$ cat src/rtl/instr_fetch_buffer.sv
// Sequential instruction prefetch buffer: issues word reads to a 1-cycle RAM wrapper, buffers them, handles redirects.
// Define FETCH_BUF_FALLTHROUGH_EN to present a returning word in the same cycle when the FIFO is empty.
module instr_fetch_buffer #(
    parameter int                    DEPTH      = 4,
    parameter int                    ADDR_WIDTH = 16,
    parameter int                    DATA_WIDTH = 32,
    parameter logic [ADDR_WIDTH-1:0] BOOT_ADDR  = 16'h8000
) (
    input  logic                  clk,
    input  logic                  rst_n,
    input  logic                  fetch_en_i,
    input  logic                  branch_i,
    input  logic [ADDR_WIDTH-1:0] branch_addr_i,
    output logic                  fetch_valid_o,
    input  logic                  fetch_ready_i,
    output logic [DATA_WIDTH-1:0] fetch_rdata_o,
    output logic [ADDR_WIDTH-1:0] fetch_addr_o,
    output logic                  mem_en_o,
    output logic [ADDR_WIDTH-1:0] mem_addr_o,
    input  logic [DATA_WIDTH-1:0] mem_rdata_i
);

    localparam int PW = $clog2(DEPTH);
    localparam int CW = PW + 1;

    logic [ADDR_WIDTH-1:0] pc_q, pc_d;
    logic [ADDR_WIDTH-1:0] infl_addr_q, infl_addr_d;
    logic                  infl_q, infl_d;
    logic [PW-1:0]         rd_q, rd_d, wr_q, wr_d;
    logic [CW-1:0]         cnt_q, cnt_d;

    logic [ADDR_WIDTH-1:0] addr_mem [DEPTH];
    logic [DATA_WIDTH-1:0] data_mem [DEPTH];

    logic [ADDR_WIDTH-1:0] branch_tgt;
    logic                  fifo_empty;
    logic                  ft_valid;
    logic                  pop;
    logic                  pop_fifo;
    logic                  ft_take;
    logic                  wr_en;
    logic                  issue_seq;
    logic [CW:0]           occ;
    logic                  unused_addr_bits;

    assign unused_addr_bits = ^branch_addr_i[1:0];
    assign branch_tgt       = {branch_addr_i[ADDR_WIDTH-1:2], 2'b00};
    assign fifo_empty       = (cnt_q == '0);

`ifdef FETCH_BUF_FALLTHROUGH_EN
    assign ft_valid = fifo_empty & infl_q;
`else
    assign ft_valid = 1'b0;
`endif

    // Head word: buffered entry first, otherwise the returning word (fall-through only), otherwise zero.
    always_comb begin
        fetch_rdata_o = '0;
        fetch_addr_o  = '0;
        if (!fifo_empty) begin
            fetch_rdata_o = data_mem[rd_q];
            fetch_addr_o  = addr_mem[rd_q];
        end
`ifdef FETCH_BUF_FALLTHROUGH_EN
        else if (ft_valid) begin
            fetch_rdata_o = mem_rdata_i;
            fetch_addr_o  = infl_addr_q;
        end
`endif
    end

    assign fetch_valid_o = ~branch_i & (~fifo_empty | ft_valid);
    assign pop           = fetch_valid_o & fetch_ready_i;
    assign pop_fifo      = pop & ~fifo_empty;
    assign ft_take       = pop & fifo_empty;
    assign wr_en         = infl_q & ~branch_i & ~ft_take;

    // Occupancy after this cycle's pop; never underflows because pop implies a buffered or in-flight word.
    assign occ       = {1'b0, cnt_q} + (CW+1)'(infl_q) - (CW+1)'(pop);
    assign issue_seq = fetch_en_i & (occ < (CW+1)'(DEPTH));

    assign mem_en_o   = rst_n & (branch_i ? fetch_en_i : issue_seq);
    assign mem_addr_o = (rst_n & branch_i) ? branch_tgt : pc_q;

    always_comb begin
        pc_d        = pc_q;
        infl_d      = infl_q;
        infl_addr_d = infl_addr_q;
        rd_d        = rd_q;
        wr_d        = wr_q;
        cnt_d       = cnt_q;
        if (branch_i) begin
            rd_d        = '0;
            wr_d        = '0;
            cnt_d       = '0;
            infl_d      = fetch_en_i;
            infl_addr_d = branch_tgt;
            pc_d        = fetch_en_i ? branch_tgt + ADDR_WIDTH'(4) : branch_tgt;
        end else begin
            infl_d = issue_seq;
            if (issue_seq) begin
                pc_d        = pc_q + ADDR_WIDTH'(4);
                infl_addr_d = pc_q;
            end
            if (wr_en) begin
                wr_d = wr_q + PW'(1);
            end
            if (pop_fifo) begin
                rd_d = rd_q + PW'(1);
            end
            cnt_d = cnt_q + CW'(wr_en) - CW'(pop_fifo);
        end
    end

    always_ff @(posedge clk or negedge rst_n) begin
        if (!rst_n) begin
            pc_q        <= BOOT_ADDR;
            infl_q      <= 1'b0;
            infl_addr_q <= '0;
            rd_q        <= '0;
            wr_q        <= '0;
            cnt_q       <= '0;
        end else begin
            pc_q        <= pc_d;
            infl_q      <= infl_d;
            infl_addr_q <= infl_addr_d;
            rd_q        <= rd_d;
            wr_q        <= wr_d;
            cnt_q       <= cnt_d;
        end
    end

    always_ff @(posedge clk) begin
        if (wr_en) begin
            addr_mem[wr_q] <= infl_addr_q;
            data_mem[wr_q] <= mem_rdata_i;
        end
    end

endmodule

$ cat config.mk
export PLATFORM = sky130hd
export DESIGN_NAME = instr_fetch_buffer
export DESIGN_NICKNAME = d
export VERILOG_FILES = /design/src/rtl/instr_fetch_buffer.sv
export SDC_FILE = /design/constraint.sdc
export NUM_CORES = 1
export LEC_CHECK = 0
export CAP_MARGIN = 20
export CORE_ASPECT_RATIO = 1.75
export CORE_MARGIN = 1.5
export CORE_UTILIZATION = 40
export CTS_CLUSTER_SIZE = 40
export DETAILED_ROUTE_END_ITERATION = 16
export DONT_BUFFER_PORTS = 1
export PLACE_DENSITY = 0.55
export SLEW_MARGIN = 20
export SYNTH_ARGS = -nofsm -noshare
export SYNTH_HDL_FRONTEND = slang
export SYNTH_SLANG_ARGS = --single-unit
$ cat constraint.sdc
create_clock -name clk -period 5.5 [get_ports clk]
set_input_delay 0.55 -clock clk [delete_from_list [all_inputs] [get_ports clk]]
set_output_delay 0.55 -clock clk [all_outputs]
set_load 0.1 [all_outputs]
## Word level (Yosys, flattened, before mapping)

Memories as Yosys holds them, arrays and structs flattened.
Cells that the tools add are included.

| storage, ports and cells | value |
|---|---|
| register bits after elaboration | 40 |
| memory bits (writable) | 192 |
| input bits | 53 |
| output and inout bits | 66 |
| memories kept | 2 |

Memory list:

| memory | words | bits a word | rd ports | clocked after memory_dff | wr ports | RTL line | RTL |
|---|---|---|---|---|---|---|---|
| data_mem | 4 | 32 | 1 | 0 | 1 | 33 | `logic [DATA_WIDTH-1:0] data_mem [DEPTH];` |
| addr_mem | 4 | 16 | 1 | 0 | 1 | 32 | `logic [ADDR_WIDTH-1:0] addr_mem [DEPTH];` |

| cells by class | value |
|---|---|
| add/sub/neg operators | 8 |
| order comparisons | 1 |
| multiplexer cells | 16 |
| bitwise gates (word level) | 12 |
| reduce and logical (&&, ||, !) cells | 4 |

Operators with widths:

| cell | count |
|---|---|
| two-way mux 16 bit | 7 |
| adder 16 x 3 -> 16 bit (second input constant) | 2 |
| two-way mux 32 bit | 1 |
| bitwise AND 1 bit | 9 |
| two-way mux 2 bit | 4 |
| nonzero test 2 bit | 3 |
| adder 2 x 1 -> 2 bit (second input constant) | 2 |
| adder 3 x 1 -> 4 bit | 1 |
| less-than comparator 4 x 3 -> 1 bit (second input constant) | 1 |
| subtractor 4 x 1 -> 4 bit | 1 |
| adder 3 x 1 -> 3 bit | 1 |
| logical NOT 3 bit | 1 |
| two-way mux 1 bit | 3 |
| two-way mux 3 bit | 1 |
| inverter 1 bit | 3 |
| subtractor 3 x 1 -> 3 bit | 1 |

## Longest topological paths before layout

Gate-level depths: netlist (run 1).

| depth | value |
|---|---|
| word-level depth | 10 |
| depth in mapped cells | 15 |
| gate-level depth less buffers | 12 |

## Worst setup path before layout (run 1)

No wires, ideal clock.

| timing path | value |
|---|---|
| path kind | input to output |
| start | input branch_i |
| end | output mem_en_o |
| arrival | 3.537 ns |
| required time | 4.950 ns |
| setup slack | 1.413 ns |
| stages | 13 |
| cells stage by stage | clkbuf_1 buf_1 nor2_1 ha_1 inv_1 ha_1 and3b_1 or4_1 buf_2 a21o_1 buf_2 o21ai_0 and2_1 |

| between the ends | value |
|---|---|
| cells in the longest elaborated chain, start to end | 8 |

RTL lines:

| element | RTL line | RTL |
|---|---|---|
| start: declaration | 12 | `input logic branch_i,` |
| inverter 1 bit | 72 | `assign fetch_valid_o = ~branch_i & (~fifo_empty \| ft_valid);` |
| bitwise AND 1 bit | 72 |  |
| bitwise AND 1 bit | 73 | `assign pop = fetch_valid_o & fetch_ready_i;` |
| subtractor 4 x 1 -> 4 bit | 79 | `assign occ = {1'b0, cnt_q} + (CW+1)'(infl_q) - (CW+1)'(pop);` |
| less-than comparator 4 x 3 -> 1 bit | 80 | `assign issue_seq = fetch_en_i & (occ < (CW+1)'(DEPTH));` |
| bitwise AND 1 bit | 80 |  |
| two-way mux 1 bit * | - |  |
| via infl_d | 28 | `logic infl_q, infl_d;` |
| bitwise AND 1 bit * | 82 | `assign mem_en_o = rst_n & (branch_i ? fetch_en_i : issue_seq);` |
| end: declaration | 18 | `output logic mem_en_o,` |

The timed path passes the listed nets; every way through them passes the cells marked *.

## Worst setup path after layout (run 1)

| timing path | value |
|---|---|
| start | register cnt_q[1] |
| end | output mem_en_o |

| between the ends | value |
|---|---|
| cells in the longest elaborated chain, start to end | 9 |

RTL lines:

| element | RTL line | RTL |
|---|---|---|
| start: declaration | 30 | `logic [CW-1:0] cnt_q, cnt_d;` |
| start signal: assignment | 129 | `cnt_q <= cnt_d;` |
| logical NOT 3 bit | 48 | `assign fifo_empty = (cnt_q == '0);` |
| inverter 1 bit | 72 |  |
| bitwise AND 1 bit | 72 |  |
| bitwise AND 1 bit | 73 |  |
| subtractor 4 x 1 -> 4 bit * | 79 |  |
| less-than comparator 4 x 3 -> 1 bit * | 80 |  |
| bitwise AND 1 bit * | 80 |  |
| two-way mux 1 bit * | - |  |
| via infl_d | 28 |  |
| bitwise AND 1 bit * | 82 |  |

Marks and branches as above.

==> results of run 1 <==
-- synth_stat cells (2+ instances only) --
master / instances / share of area (%)
ha_1: 11 / 1.4
a21oi_1: 23 / 1.2
a2bb2oi_1: 12 / 1.1
xnor2_1: 18 / 1.6
and3_1: 6 / 0.39
buf_4: 3 / 0.24
nor2_1: 14 / 0.55
edfxtp_1: 188 / 59
inv_1: 11 / 0.43
mux2i_1: 8 / 0.84
buf_1: 4 / 0.16
and4_1: 2 / 0.18
nand3_1: 8 / 0.42
nand2_1: 36 / 1.4
mux4_2: 47 / 11
a22oi_1: 2 / 0.16
xor2_1: 11 / 1.0
nand4_1: 5 / 0.33
o21ai_0: 4 / 0.21
nor3_1: 3 / 0.16
o21ai_1: 3 / 0.16
and2_1: 5 / 0.33
mux2_2: 13 / 1.5
nor2b_1: 50 / 3.3
dfrtp_1: 36 / 9.4
buf_2: 7 / 0.37
a2111oi_2: 5 / 0.79
clkbuf_1: 19 / 0.75
-- state kept, by name, indices dropped and copies added (netlist names) --
register     count
addr_mem        60
infl_addr_q     15
infl_q           1
wr_q             2
rd_q             2
cnt_q            3
pc_q            14
data_mem       128
-- through the flow --
step / util, % / setup slack [ps]
after global routing: 45.5 / 378
after detailed placement: 42.7 / 1190
after global placement: 42.7 / 1290
after floorplan: - / 1410
final: 45.5 / 672
after CTS: 45.3 / 642
-- worst paths after layout --
path,slack [ps],end
setup / recovery,670,mem_en_o
max in group asynchronous,4740,pc_q[15]$_DFFE_PN1P_
setup reg to reg,2050,pc_q[7]$_DFFE_PN0P_
hold / removal,120,rd_q[1]$_DFFE_PN0P_
hold reg to reg,520,addr_mem[3][4]$_DFFE_PP_
min in group asynchronous,500,pc_q[2]$_DFFE_PN0P_
-- routing by layer --
layer / part of all wire, % / routed length (µm)
met1: 37 / 7030
met2: 55 / 10500
met3: 5.5 / 1050
met4: 2.1 / 406
met5: 0 / 0
-- area by class of cell --
| cell class | instances | area [µm²] |
|---|---|---|
| Sequential cell | 225 | 6580 |
| Clock inverter | 8 | 62.6 |
| Tap cell | 304 | 380 |
| Clock buffer | 24 | 537 |
| Inverter | 12 | 45.0 |
| Fill cell | 2032 | 12800 |
| Timing Repair Buffer | 11 | 118 |
| Multi-Input combinational cell | 298 | 2930 |
-- kinds of logic (layout without fill, tap and decap cells) --
| group | count (synthesis) | after routing | synth area share, % |
|---|---|---|---|
| flip-flops | 225 | 225 | 68.8 |
| AND/OR/NAND/NOR | 132 | 132 | 7.28 |
| multiplexers | 68 | 68 | 13.4 |
| AO/OA/AOI/OAI | 55 | 55 | 4.08 |
| buffers and inverters | 46 | 55 | 2.09 |
| XOR/XNOR | 29 | 29 | 2.66 |
| adder cells (fa/ha/maj) | 12 | 12 | 1.65 |
| other | 1 | 2 | 0.0392 |
-- repair_timing --
| item | 4_1_cts | 5_1_grt |
|---|---|---|
| hold buffers | 2 | 0 |
| hold endpoints to repair | 37 | 0 |
| endpoints found under the setup margin | 0 | 0 |
==> flow_summary.toml, run 1 <==
[run_status]
status = "completed"

[placed_design]
placed_cell_area_mm2 = 0.00999
hpwl_um = 11800
place.gp.congestion = 0.809
placed_cells = 847
port_buffers = 0

[floorplanning]
die_height_um = 208
die_area_mm2 = 0.0249
start_util_pct = 40.8
core_mm2 = 0.0234
dieWidth_um = 120
io_pins = 119
rows = 74

[global_routing]
grt.total_usage_pct = 15.7
grt-ovfl-total = 0
antenna_found_initial = 0
grt_max_degree = 50
grt_pass1_vias = 5269
use_met3_pct = 3.65
grt.met1_usage_pct = 17.4
grt_busiest_layer = "met2"
grt_pass1_wl_um = 30100
grtUsageMet2_pct = 29.5

[clock_network]
clk_pin_slew_ps = 60
postCtsSetupBuffers = 0
cts_sinks = 225
cts_resized = 0
root_buffer = "clkbuf_16"
clockBufferDepth = 3
htreeDepth = 1
clk_latency_ps = 490
cts_buffers = 21
tritoncts = "yes"

[logic_synthesis]
synth_area_per_cell_um2 = 16.8
synth_cells = 568
ys_async_sr_fraction_pct = 16.4
netlist_area_mm2 = 0.00956
synth_seq_cells = 225
synth_edf_count = 188
ys_types = 42
ys_warn_count = 0
yosysSeqAreaShare_pct = 68.8
synth_ff_type = "edfxtp_1"

[setup_path]
worst-path-stages = 12
critPathMaxFanout = 19
required_ps = 4950
r2r_start = "cnt_q[1]$_DFF_PN0_"
crit_start = "cnt_q[1]$_DFF_PN0_"
rr_worst_depth = 12
arrival_ps = 4280
crit_slowest_cell = "and2_1"
endpoint_kind = "output pin"
worst-path-buf-inv = 2
slowest_delay_ps = 810
crit_path_start_kind = "register"
critical_path.top_delay_family = "simple AND/OR/NAND/NOR gates"
cp_cell_sequence = "inv_1, nand3_1, nand2_1, nor2_1, ha_1, inv_1, ha_1, and3b_1, or4_1, a21o_1, o21ai_0, and2_1"
worstSetupPathType = "register to output pin"

[sta]
setup-violations-final = 0
final.period_utilization_pct = 87.8
report.final.slew_viol_count = 0
tightest_slew_ps = 1150
relSlewSlack_pct = 23.0
fmax_mhz = 207
fin_crit_ps = 4830
whs_ps = 124
fin_worst_skew_ps = 10.8
finalHoldViolCount = 0
grt_setup_unrepaired = "false"
timing.setup.tns_ps = 0

[layout]
final_cell_mix = "188 x edfxtp_1, 47 x mux4_2, 46 x nor2b_2, 36 x nand2_1, 34 x dfrtp_1"
antennaDiodeCount = 0
final_common_cell = "edfxtp_1"
final_cells = 882
num-nets-final = 634
synthToLayoutAreaGrowth_pct = 11.4
drive_above_1_share_pct = 27.2
fin_area_mm2 = 0.0106

[route]
wl_per_cell_um = 21.6
vias = 4788
wl_um = 19000
vias_per_cell = 5.43
route.detailed.drc = 0
drt_iter0_markers = 282
ant_nets = 0
dr.pass1.iters = 4

[flow_run]
drv_cap = 0

[hold_path]
hold_path.class = "input port to register"
hold_start = "branch_i"
worstHoldPathCells = 1
Power of run 1 is not shown: default switching activity piles up to over one toggle a cycle in this logic, so the estimate is an artifact.
==> run 2, diff against run 1 <==
- PLACE_DENSITY: 0.55 -> 0.63
- REMOVE_ABC_BUFFERS: default -> 1
==> run 2 against run 1 <==
Compared with the run above:
- clock-buffer cell count rose by 1
- sequential cell count did not move
- wire length fell by 2.2%
- first-iteration DRC count fell by 13%
- non-clock buffer count rose by 2
- die area did not move
- setup slack improved by 300 ps
- hold slack got worse by 21 ps
- register-to-register slack got worse by 80 ps
- critical path depth rose by 1
- global-route usage fell by 0.23 points
- final area rose by 1.2%
- largest cell class unchanged
- highest routed layer unchanged
==> flow_summary.toml, run 2 (synthesis gave the netlist of run 1 again) <==
[floorplanning]
rows = 74
start_util_pct = 40.8
die_height_um = 208
die_area_mm2 = 0.0249
core_mm2 = 0.0234
io_pins = 119
dieWidth_um = 120

[global_routing]
grt_pass1_vias = 5334
grt_max_degree = 50
antenna_found_initial = 0
grt-ovfl-total = 0
grt.total_usage_pct = 15.5
grt_pass1_wl_um = 29700

[route]
wl_met2_um = 10500
routed.top_layer = "met4"
ant_nets = 0
wl_met3_um = 895
wl_um = 18600
dr.pass1.iters = 4
vias = 4816
wl_per_cell_um = 20.9
drt_iter0_markers = 246
wirelength_met1_um = 6700
vias_per_cell = 5.41
route.detailed.drc = 0

[sta]
fin_crit_ps = 4520
setup_slack_ps = 977
fmax_mhz = 221
final.period_utilization_pct = 82.2
setup-violations-final = 0
relSlewSlack_pct = 21.1
tightest_slew_ps = 1180
fin_worst_skew_ps = 21.2
finalHoldViolCount = 0
grt_setup_unrepaired = "false"
report.final.slew_viol_count = 0

[setup_path]
arrival_ps = 3970
required_ps = 4950
worstSetupPathType = "register to output pin"
endpoint_kind = "output pin"
critPathMaxFanout = 19
crit_path_start_kind = "register"

[layout]
antennaDiodeCount = 0
final_cell_mix = "188 x edfxtp_1, 47 x mux4_2, 46 x nor2b_2, 36 x nand2_1, 34 x dfrtp_1"
num-fill-cells = 2007
num-nets-final = 636
final_common_cell = "edfxtp_1"
synthToLayoutAreaGrowth_pct = 12.7
largest-register = "data_mem"
drive_above_1_share_pct = 28.8
multiInputGateArea_mm2 = 0.00293
largest_reg_flops = 128
reg_top3 = "data_mem: 128 flops, addr_mem: 60 flops, infl_addr_q: 15 flops"
regArea_mm2 = 0.00658

[clock_network]
htreeDepth = 1
cts_sinks = 225
clk_latency_ps = 520
clk_pin_slew_ps = 70
root_buffer = "clkbuf_16"
tritoncts = "yes"
clockBufferDepth = 3
cts_buffers = 21

[hold_path]
hold_path.class = "input port to register"

[placed_design]
hpwl_um = 11300
port_buffers = 0
place_ws_ps = 1510
place.gp.congestion = 0.811

[flow_run]
drv_cap = 0

[run_status]
status = "completed"
==> run 2: changes by cell type in the layout (fill, tap and decap cells not counted), sizes merged <==
cell	previous run	this run
clkinvlp	1	3
bufinv	1	3
clkbuf	24	25
inv	12	13
buf	10	12
==> run 2: what timing repair did <==
action	in CTS	in global routing
setup buffers	0	0
hold endpoints to repair	37	0
resized for setup	0	0
hold buffers	2	0
==> run 2: final timing paths <==
path                                             start  cells past startpoint                   endpoint  slack, ps
min                                           branch_i                      1       pc_q[15]$_DFFE_PN1P_        100
min reg2reg                infl_addr_q[13]$_DFFE_PN0P_                      0  addr_mem[2][13]$_DFFE_PP_        520
max                                 cnt_q[1]$_DFF_PN0_                     13                   mem_en_o        980
max reg2reg                         cnt_q[1]$_DFF_PN0_                     12        pc_q[3]$_DFFE_PN0P_       1970
max in group asynchronous                        rst_n                      2       pc_q[15]$_DFFE_PN1P_       4750
min in group asynchronous                        rst_n                      2       pc_q[11]$_DFFE_PN0P_        490
==> run 2: final cells by class <==
type | count | share of cell area [%]
Clock buffer | 25 | 5.11
Clock inverter | 13 | 1.50
Inverter | 12 | 0.418
Multi-Input combinational cell | 298 | 27.2
Sequential cell | 225 | 61.0
Tap cell | 304 | 3.53
Timing Repair Buffer | 13 | 1.23
==> run 2: worst max-delay path, stage by stage (launching register included) <==
cell     delay (ps)
dfrtp_1         450
inv_1            90
nand3_1         110
nand2_1         110
nor2_1          120
ha_1            170
inv_1            50
ha_1            260
and3b_1         180
or4_1           770
a21o_1          500
o21ai_0         200
and2_1          160
buf_4           290
==> run 2: per-layer routing <==
layer  GRT usage, %  vias up
met1           16.8     2496
met4           6.16        0
li1               -     2166
met3           2.86       32
met2           29.2      122
met5              0        -
==> run 2: metrics by stage <==
stage                     hold slack [ps]  cell area, µm²  cells  utilization [%]  setup TNS (ps)
after global routing                 91.5           10800    890             46.0               0
after detailed placement              256           10000    849             42.7               0
after CTS                            83.5           10700    889             45.9               0
after global placement                256           10000    849             42.7               0
after floorplan                       254            9410    535                -            -687
final                                 103           10800    890             46.0               0
Power of run 2 is left out for the same reason.
